--- config.mk ---
export PLATFORM = sky130hd
export DESIGN_NAME = sync_debounce
export DESIGN_NICKNAME = d
export VERILOG_FILES = /design/src/rtl/sync_debounce_pkg.sv /design/src/rtl/sync_debounce_channel.sv /design/src/rtl/sync_debounce.sv
export SDC_FILE = /design/constraint.sdc
export NUM_CORES = 1
export LEC_CHECK = 0
export CORE_MARGIN = 5
export CORE_UTILIZATION = 55
export CTS_BUF_LIST = sky130_fd_sc_hd__clkbuf_8
export DETAILED_ROUTE_END_ITERATION = 8
export HOLD_SLACK_MARGIN = 0.1
export PLACE_DENSITY = 0.88
export SLEW_MARGIN = 10
export SYNTH_ARGS = -nofsm -noshare
export SYNTH_HDL_FRONTEND = slang
export SYNTH_SLANG_ARGS = --single-unit
--- constraint.sdc ---
create_clock -name clk -period 1.3 [get_ports clk]
set_input_delay 0.26 -clock clk [delete_from_list [all_inputs] [get_ports clk]]
set_output_delay 0.26 -clock clk [all_outputs]
set_load 0.005 [all_outputs]
--- src/rtl/sync_debounce_pkg.sv ---
// Shared constants and helpers for the pad-input synchroniser / debounce slice.
package sync_pkg;

    localparam int SYNC_STAGES_MIN = 2;

    // Width needed to hold values 0..value-1; never returns less than 1 bit.
    function automatic int clog2(input int value);
        int result;
        result = 1;
        for (int i = 1; i < 31; i++) begin
            if ((32'sd1 <<< i) < value) begin
                result = i + 1;
            end
        end
        return result;
    endfunction

endpackage

--- src/rtl/sync_debounce_channel.sv ---
// One debounced channel: consecutive-tick filter, level flop, edge history and pulse decode.
module debounce_channel
    import sync_pkg::*;
#(
    parameter int   DEBOUNCE_CYCLES = 4,
    parameter logic RESET_BIT       = 1'b0
) (
    input  logic clk,
    input  logic rst_n,
    input  logic tick,
    input  logic sync_in,
    output logic out,
    output logic rise,
    output logic fall,
    output logic change
);

    logic level_s;
    logic prev_r;

    generate
        if (DEBOUNCE_CYCLES == 0) begin : g_bypass
            logic unused_tick_s;
            assign unused_tick_s = tick;
            assign level_s       = sync_in;
        end else begin : g_filter
            localparam int            CW   = clog2(DEBOUNCE_CYCLES + 1);
            localparam logic [CW-1:0] LAST = CW'(DEBOUNCE_CYCLES - 1);

            logic [CW-1:0] count_r;
            logic          level_r;

            // Any matching tick restarts the count, so glitch time is never accumulated.
            always_ff @(posedge clk or negedge rst_n) begin
                if (!rst_n) begin
                    count_r <= '0;
                    level_r <= RESET_BIT;
                end else if (tick) begin
                    if (sync_in == level_r) begin
                        count_r <= '0;
                    end else if (count_r == LAST) begin
                        level_r <= sync_in;
                        count_r <= '0;
                    end else begin
                        count_r <= count_r + CW'(1);
                    end
                end
            end

            assign level_s = level_r;
        end
    endgenerate

    // Edge history follows the level every clock so pulses are exactly one clk wide.
    always_ff @(posedge clk or negedge rst_n) begin
        if (!rst_n) begin
            prev_r <= RESET_BIT;
        end else begin
            prev_r <= level_s;
        end
    end

    assign out    = level_s;
    assign rise   = level_s & ~prev_r;
    assign fall   = ~level_s & prev_r;
    assign change = level_s ^ prev_r;

endmodule

--- src/rtl/sync_debounce.sv ---
// Multi-bit pad synchroniser feeding WIDTH independent debounce/edge-detect channels.
module sync_debounce
    import sync_pkg::*;
#(
    parameter int               WIDTH           = 8,
    parameter int               STAGES          = 2,
    parameter int               DEBOUNCE_CYCLES = 4,
    parameter logic [WIDTH-1:0] RESET_VAL       = '0
) (
    input  logic             clk,
    input  logic             rst_n,
    input  logic             tick,
    input  logic [WIDTH-1:0] in_data,
    output logic [WIDTH-1:0] out_data,
    output logic [WIDTH-1:0] rise,
    output logic [WIDTH-1:0] fall,
    output logic [WIDTH-1:0] change
);

    generate
        if (STAGES < SYNC_STAGES_MIN) begin : g_stages_check
            $error("sync_debounce: STAGES must be at least %0d", SYNC_STAGES_MIN);
        end
    endgenerate

    // Whole chain kept together here so it can be constrained as one synchroniser group.
    logic [WIDTH-1:0] sync_r [STAGES];

    // Plain flop-to-flop chain, no logic between stages.
    always_ff @(posedge clk or negedge rst_n) begin
        if (!rst_n) begin
            for (int i = 0; i < STAGES; i++) begin
                sync_r[i] <= RESET_VAL;
            end
        end else begin
            sync_r[0] <= in_data;
            for (int i = 1; i < STAGES; i++) begin
                sync_r[i] <= sync_r[i-1];
            end
        end
    end

    genvar g;
    generate
        for (g = 0; g < WIDTH; g++) begin : g_chan
            debounce_channel #(
                .DEBOUNCE_CYCLES (DEBOUNCE_CYCLES),
                .RESET_BIT       (RESET_VAL[g])
            ) u_chan (
                .clk     (clk),
                .rst_n   (rst_n),
                .tick    (tick),
                .sync_in (sync_r[STAGES-1][g]),
                .out     (out_data[g]),
                .rise    (rise[g]),
                .fall    (fall[g]),
                .change  (change[g])
            );
        end
    endgenerate

endmodule

# ---- Word level (Yosys, flattened, before mapping)
# Index checks and enable logic that the tools add are counted.
dict set report totals {
  regBits 56
  inputBits 11
  out_inout_bits 32
  wordCells 122
}
dict set report classes {
  add_sub_neg 8
  n_eq_ne 16
  n_mux 16
  bitwise_logic 48
  reduce_logical 8
}
# cell n
set ops {}
lappend ops {{$mux 3} 16}
lappend ops {{$add 3x1->3 const B} 8}
lappend ops {{$eq 3x2->1 const B} 8}
lappend ops {{$not 1->1} 24}
lappend ops {{$reduce_and 3->1} 8}
lappend ops {{$and 1x1->1} 16}
lappend ops {{$eq 1x1->1} 8}
lappend ops {{$xor 1x1->1} 8}

# ---- Logic depth before layout (Yosys ltp)
# Gate-level depths: netlist of the first run.
dict set report depth {
  word_depth 3
  mapped_depth 4
  mapped_depth_nobuf 3
}

# ---- Modules after synthesis
# From an unflattened synthesis of the first run, not the netlist that was laid out.
dict set report hier_totals {
  cells_unflattened 208
  hier_area_um2 2532.4
}
# module instances cells_per_inst area_each_um2 seq_area_each_um2
set by_module_without_submodules {}
lappend by_module_without_submodules {debounce_channel 8 24 266.5 125.1}
lappend by_module_without_submodules {sync_debounce 1 16 400.4 400.4}

# ---- Least setup slack after synthesis of the first run
# Ideal clock, no wire load.
dict set report synth_path {
  path_type {register to register}
  start {reg g_chan[4].u_chan.g_filter.count_r[0]}
  end {reg g_chan[4].u_chan.g_filter.level_r}
  arrival_ps 971
  required_ps 1175
  path_slack_ps 205
  path_stages_with_launch 4
  path_buffers 0
  cell_sequence {dfrtp_1 > ha_1 > nand3b_1 > mux2_2}
}
dict set report synth_between {
  elab_chain_len 2
}
# item line
set synth_rtl {}
lappend synth_rtl {{start, declared} sync_debounce_channel.sv:30} ;# logic [CW-1:0] count_r;
lappend synth_rtl {{start signal, assigned} sync_debounce_channel.sv:45} ;# count_r <= count_r + CW'(1);
lappend synth_rtl {{$eq 3x2->1} sync_debounce_channel.sv:41} ;# end else if (count_r == LAST) begin
lappend synth_rtl {{$reduce_and 3->1 (no source line)} --}
lappend synth_rtl {{end signal, assigned} sync_debounce_channel.sv:42} ;# level_r <= sync_in;
lappend synth_rtl {{end, declared} sync_debounce_channel.sv:31} ;# logic level_r;
# Every way passes these cells.
# A chain may end at the register's enable or synchronous reset.

# ---- Final worst setup path of the first run
dict set report layout_path {
  start {reg g_chan[2].u_chan.g_filter.level_r}
  end {out change[2]}
}
dict set report layout_between {
  elab_chain_len 1
}
# item line
set layout_rtl {}
lappend layout_rtl {{start, declared} sync_debounce_channel.sv:31}
lappend layout_rtl {{start signal, assigned} sync_debounce_channel.sv:42}
lappend layout_rtl {{$xor 1x1->1} sync_debounce_channel.sv:66} ;# assign change = level_s ^ prev_r;
lappend layout_rtl {{end, declared} sync_debounce.sv:17} ;# output logic [WIDTH-1:0] change
# Every way passes these cells.

==> summary.txt, run 1 <==
Die
  • Die area: 6520 um^2
  • Initial Utilization: 0.576
  • Die width: 80.8 um
  • Rows: 25
  • Die height: 80.8 um
  • Top Ports: 43
  • Core area: 4790 um^2

Setup path
  • Crit path DAT: 1230 ps
  • Critical Path Max Stage Delay: 410 ps
  • Crit start category: flip-flop
  • Cells along the critical path: buf_6 > ha_4 > inv_2 > buf_2
  • Worst setup path category: flip-flop to output pin
  • CP max-delay cell: dfrtp_1
  • CP Max Fanout: 2
  • CP Capture Type: output pin
  • Worst reg2reg path depth: 5
  • Worst path required time: 1040 ps

Final layout
  • N_diodes: 0
  • Commonest non-fill, non-tap cell in the layout: dfrtp_1
  • Total Nets Final: 327
  • Layout Utilization: 0.774
  • Layout cell share with drive strength beyond 1: 0.423
  • Area growth syn-to-layout: 34.4%
  • Commonest non-fill, non-tap cells in the layout: dfrtp_1, buf_6, nand2b_1
  • Post-route cell area: 3700 um^2

Synth
  • Cell count after synthesis: 245
  • Post-Syn Area: 2760 um^2
  • FF+latch count, synth: 56
  • Top cells by area, synth: dfrtp_1, ha_1, buf_4
  • Ys Warns: 0
  • Dominant cell type by area after synthesis: dfrtp_1
  • Yosys cell types: 16
  • Yosys top cell area share: 0.509
  • Sequential share of the synthesized area: 0.509
  • Syn_nets: 280
  • Syn_area_per_cell: 11.2 um^2

Run status
  • Status: finished with violations
  • Violated checks: setup timing

Detailed routing
  • Post-route ant nets: 0
  • Top sig layer: met4
  • Avg WL per Cell: 13.2 um
  • WL met1: 1930 um
  • Met3 WL post-DR: 222 um
  • Drt drc: 0
  • WL final: 4760 um
  • Vias/cell: 4.81
  • Drt first pass iters: 4
  • DR vias: 1,733
  • DR WL met2: 2530 um
  • Iteration-0 DRC count of the detailed router: 97

Clocking
  • H-tree Lvls: 2
  • Clock insertion delay at the later pin of the skew report: 310 ps
  • Root buffer cell: clkbuf_8
  • CTS tree: built
  • CTS Buf Count: 5
  • Worst-case clock buffer depth: 2
  • CTS sink count: 56
  • Reg clk slew, reported paths: 100 ps

Placement
  • Port-buffer cells: 42
  • DP Wirelength: 3020 um
  • Cell Area, Placed: 3170 um^2
  • RD Place Congestion: 0.703

Pwr
  • Power share of the clock group: 0.131
  • Sw Pwr: 2890 uW
  • Seq pwr share: 0.346
  • Switching Share: 0.338
  • Pwr Density: 2300 nW/um^2
  • Comb power frac: 0.523
  • Cell-internal power: 5650 uW
  • Power Total: 8530 uW
  • Static Leak: 0.00171 uW
  • Worst-case vdd ir drop: 0.00148 V

Timing
  • Post-route setup slack: -190 ps
  • RSZ-0062 raised after global routing: true
  • Worst slew pin tran: 321 ps
  • Setup TNS: -1810 ps
  • Endpoints failing setup: 22
  • Min cycle time layout: 1490 ps
  • Period utilisation layout: 1.15
  • Pins Over Slew Limit: 0
  • Worst clock skew: 9.21 ps
  • Rel. slew slack: 0.784
  • Final hold violation count: 0
  • Fmax: 671 MHz

Global route
  • First-pass GRT wire length: 7710 um
  • Total grt overflow: 0
  • Overall routing resource usage: 0.155
  • Number of global-route vias before repair: 1,729
  • Largest net degree at the start of global routing: 57
  • Initial antenna violation count: 0

Min path
  • Hold WC Path Type: flip-flop to flip-flop
  • Worst Hold Depth: 0

Job
  • Max cap viols: 0
per-layer routing:
metal  track usage  up-vias
met5             0        -
met4        0.0557        0
met3        0.0421        9
met2         0.267       42
met1         0.185      842
li1              -      840
what timing repair did:
item / in CTS / in global routing
endpoints found under the hold margin: 56 / 0
hold buffers: 1 / 0
buffers inserted: 14 / 5
resized for setup: 169 / 68
pin swaps: 12 / 10
setup endpoints to repair: 32 / 40
state kept, by name, indices dropped and copies added (netlist names):
signal / count
g_chan.u_chan.g_filter.count_r: 24
g_chan.u_chan.prev_r: 8
sync_r: 16
g_chan.u_chan.out: 8
through the flow:
stage	std cells	setup WS, ps	hold WS [ps]
4_1_cts	359	-207	357
6_report	360	-190	354
2_1_floorplan	245	205	-35.6
5_1_grt	360	-238	360
3_5_place_dp	339	-258	281
3_3_place_gp	339	-187	277
worst paths after layout:
kind	from	to	slack, ps
hold reg to reg	sync_r[8]$_DFF_PN0_	sync_r[0]$_DFF_PN0_	350
setup / recovery	g_chan[2].u_chan.out$_DFFE_PN0P_	change[2]	-190
hold / removal	sync_r[8]$_DFF_PN0_	sync_r[0]$_DFF_PN0_	350
min in group asynchronous	rst_n	g_chan[0].u_chan.g_filter.count_r[0]$_DFFE_PN0P_	460
setup reg to reg	g_chan[2].u_chan.out$_DFFE_PN0P_	g_chan[2].u_chan.g_filter.count_r[2]$_DFFE_PN0P_	40
max in group asynchronous	rst_n	g_chan[4].u_chan.out$_DFFE_PN0P_	560
worst max-delay path, delay by kind of cell (launching register included):
kind                     cells  cell delay [ps]
buffers and inverters        3              260
adder cells (fa/ha/maj)      1              250
flip-flops                   1              410
synthesized netlist by cell type:
library cell and count:
buf_2 2, o31ai_1 8, nand2b_1 24, nor2b_1 8
buf_4 35, o22ai_1 11, o32ai_1 4, xnor2_1 8
o32ai_2 1, mux2_2 1, mux2_1 7, ha_1 24
nand3b_1 8, nand2_1 8, inv_1 40, dfrtp_1 56
power groups by stage:
stage                     Clock, uW  Combinational [uW]  Sequential [uW]
after floorplan                   0                2270             2810
after global placement            0                3230             2820
after detailed placement          0                3420             2880
after CTS                      1150                3650             2850
after global routing           1210                4940             3040
final                          1120                4460             2950
cell type report:
cell class                      instances  area [um^2]
Sequential cell                        56         1410
Multi-Input combinational cell        112         1180
Inverter                               40          163
Timing Repair Buffer                   77          764
Clock buffer                            5         68.8
Clock inverter                          3         38.8
Tap cell                               67         83.8
Fill cell                             310         1080
cell families (layout without fill, tap and decap cells):
kind of cell,after synthesis,count (layout),synth area share
AOI/OAI and AO/OA,24,24,0.0654
xor gates and xnor gates,8,8,0.0254
adders and majority gates,24,24,0.109
buffers and inverters,77,125,0.153
DFF,56,56,0.509
muxes,8,8,0.0327
and+or+nand+nor,48,48,0.105
Power figures use the tool's default switching activity.
==> inputs of run 2 (changes only) <==
--- a/config.mk
+++ b/config.mk
@@ -9,6 +9,7 @@
 export CORE_UTILIZATION = 55
 export CTS_BUF_LIST = sky130_fd_sc_hd__clkbuf_8
 export DETAILED_ROUTE_END_ITERATION = 8
+export GPL_ROUTABILITY_DRIVEN = 0
 export HOLD_SLACK_MARGIN = 0.1
 export PLACE_DENSITY = 0.88
 export SLEW_MARGIN = 10
==> results of run 2 <==
Same layout as run 1: the final DEF is identical, and so are final timing and power.
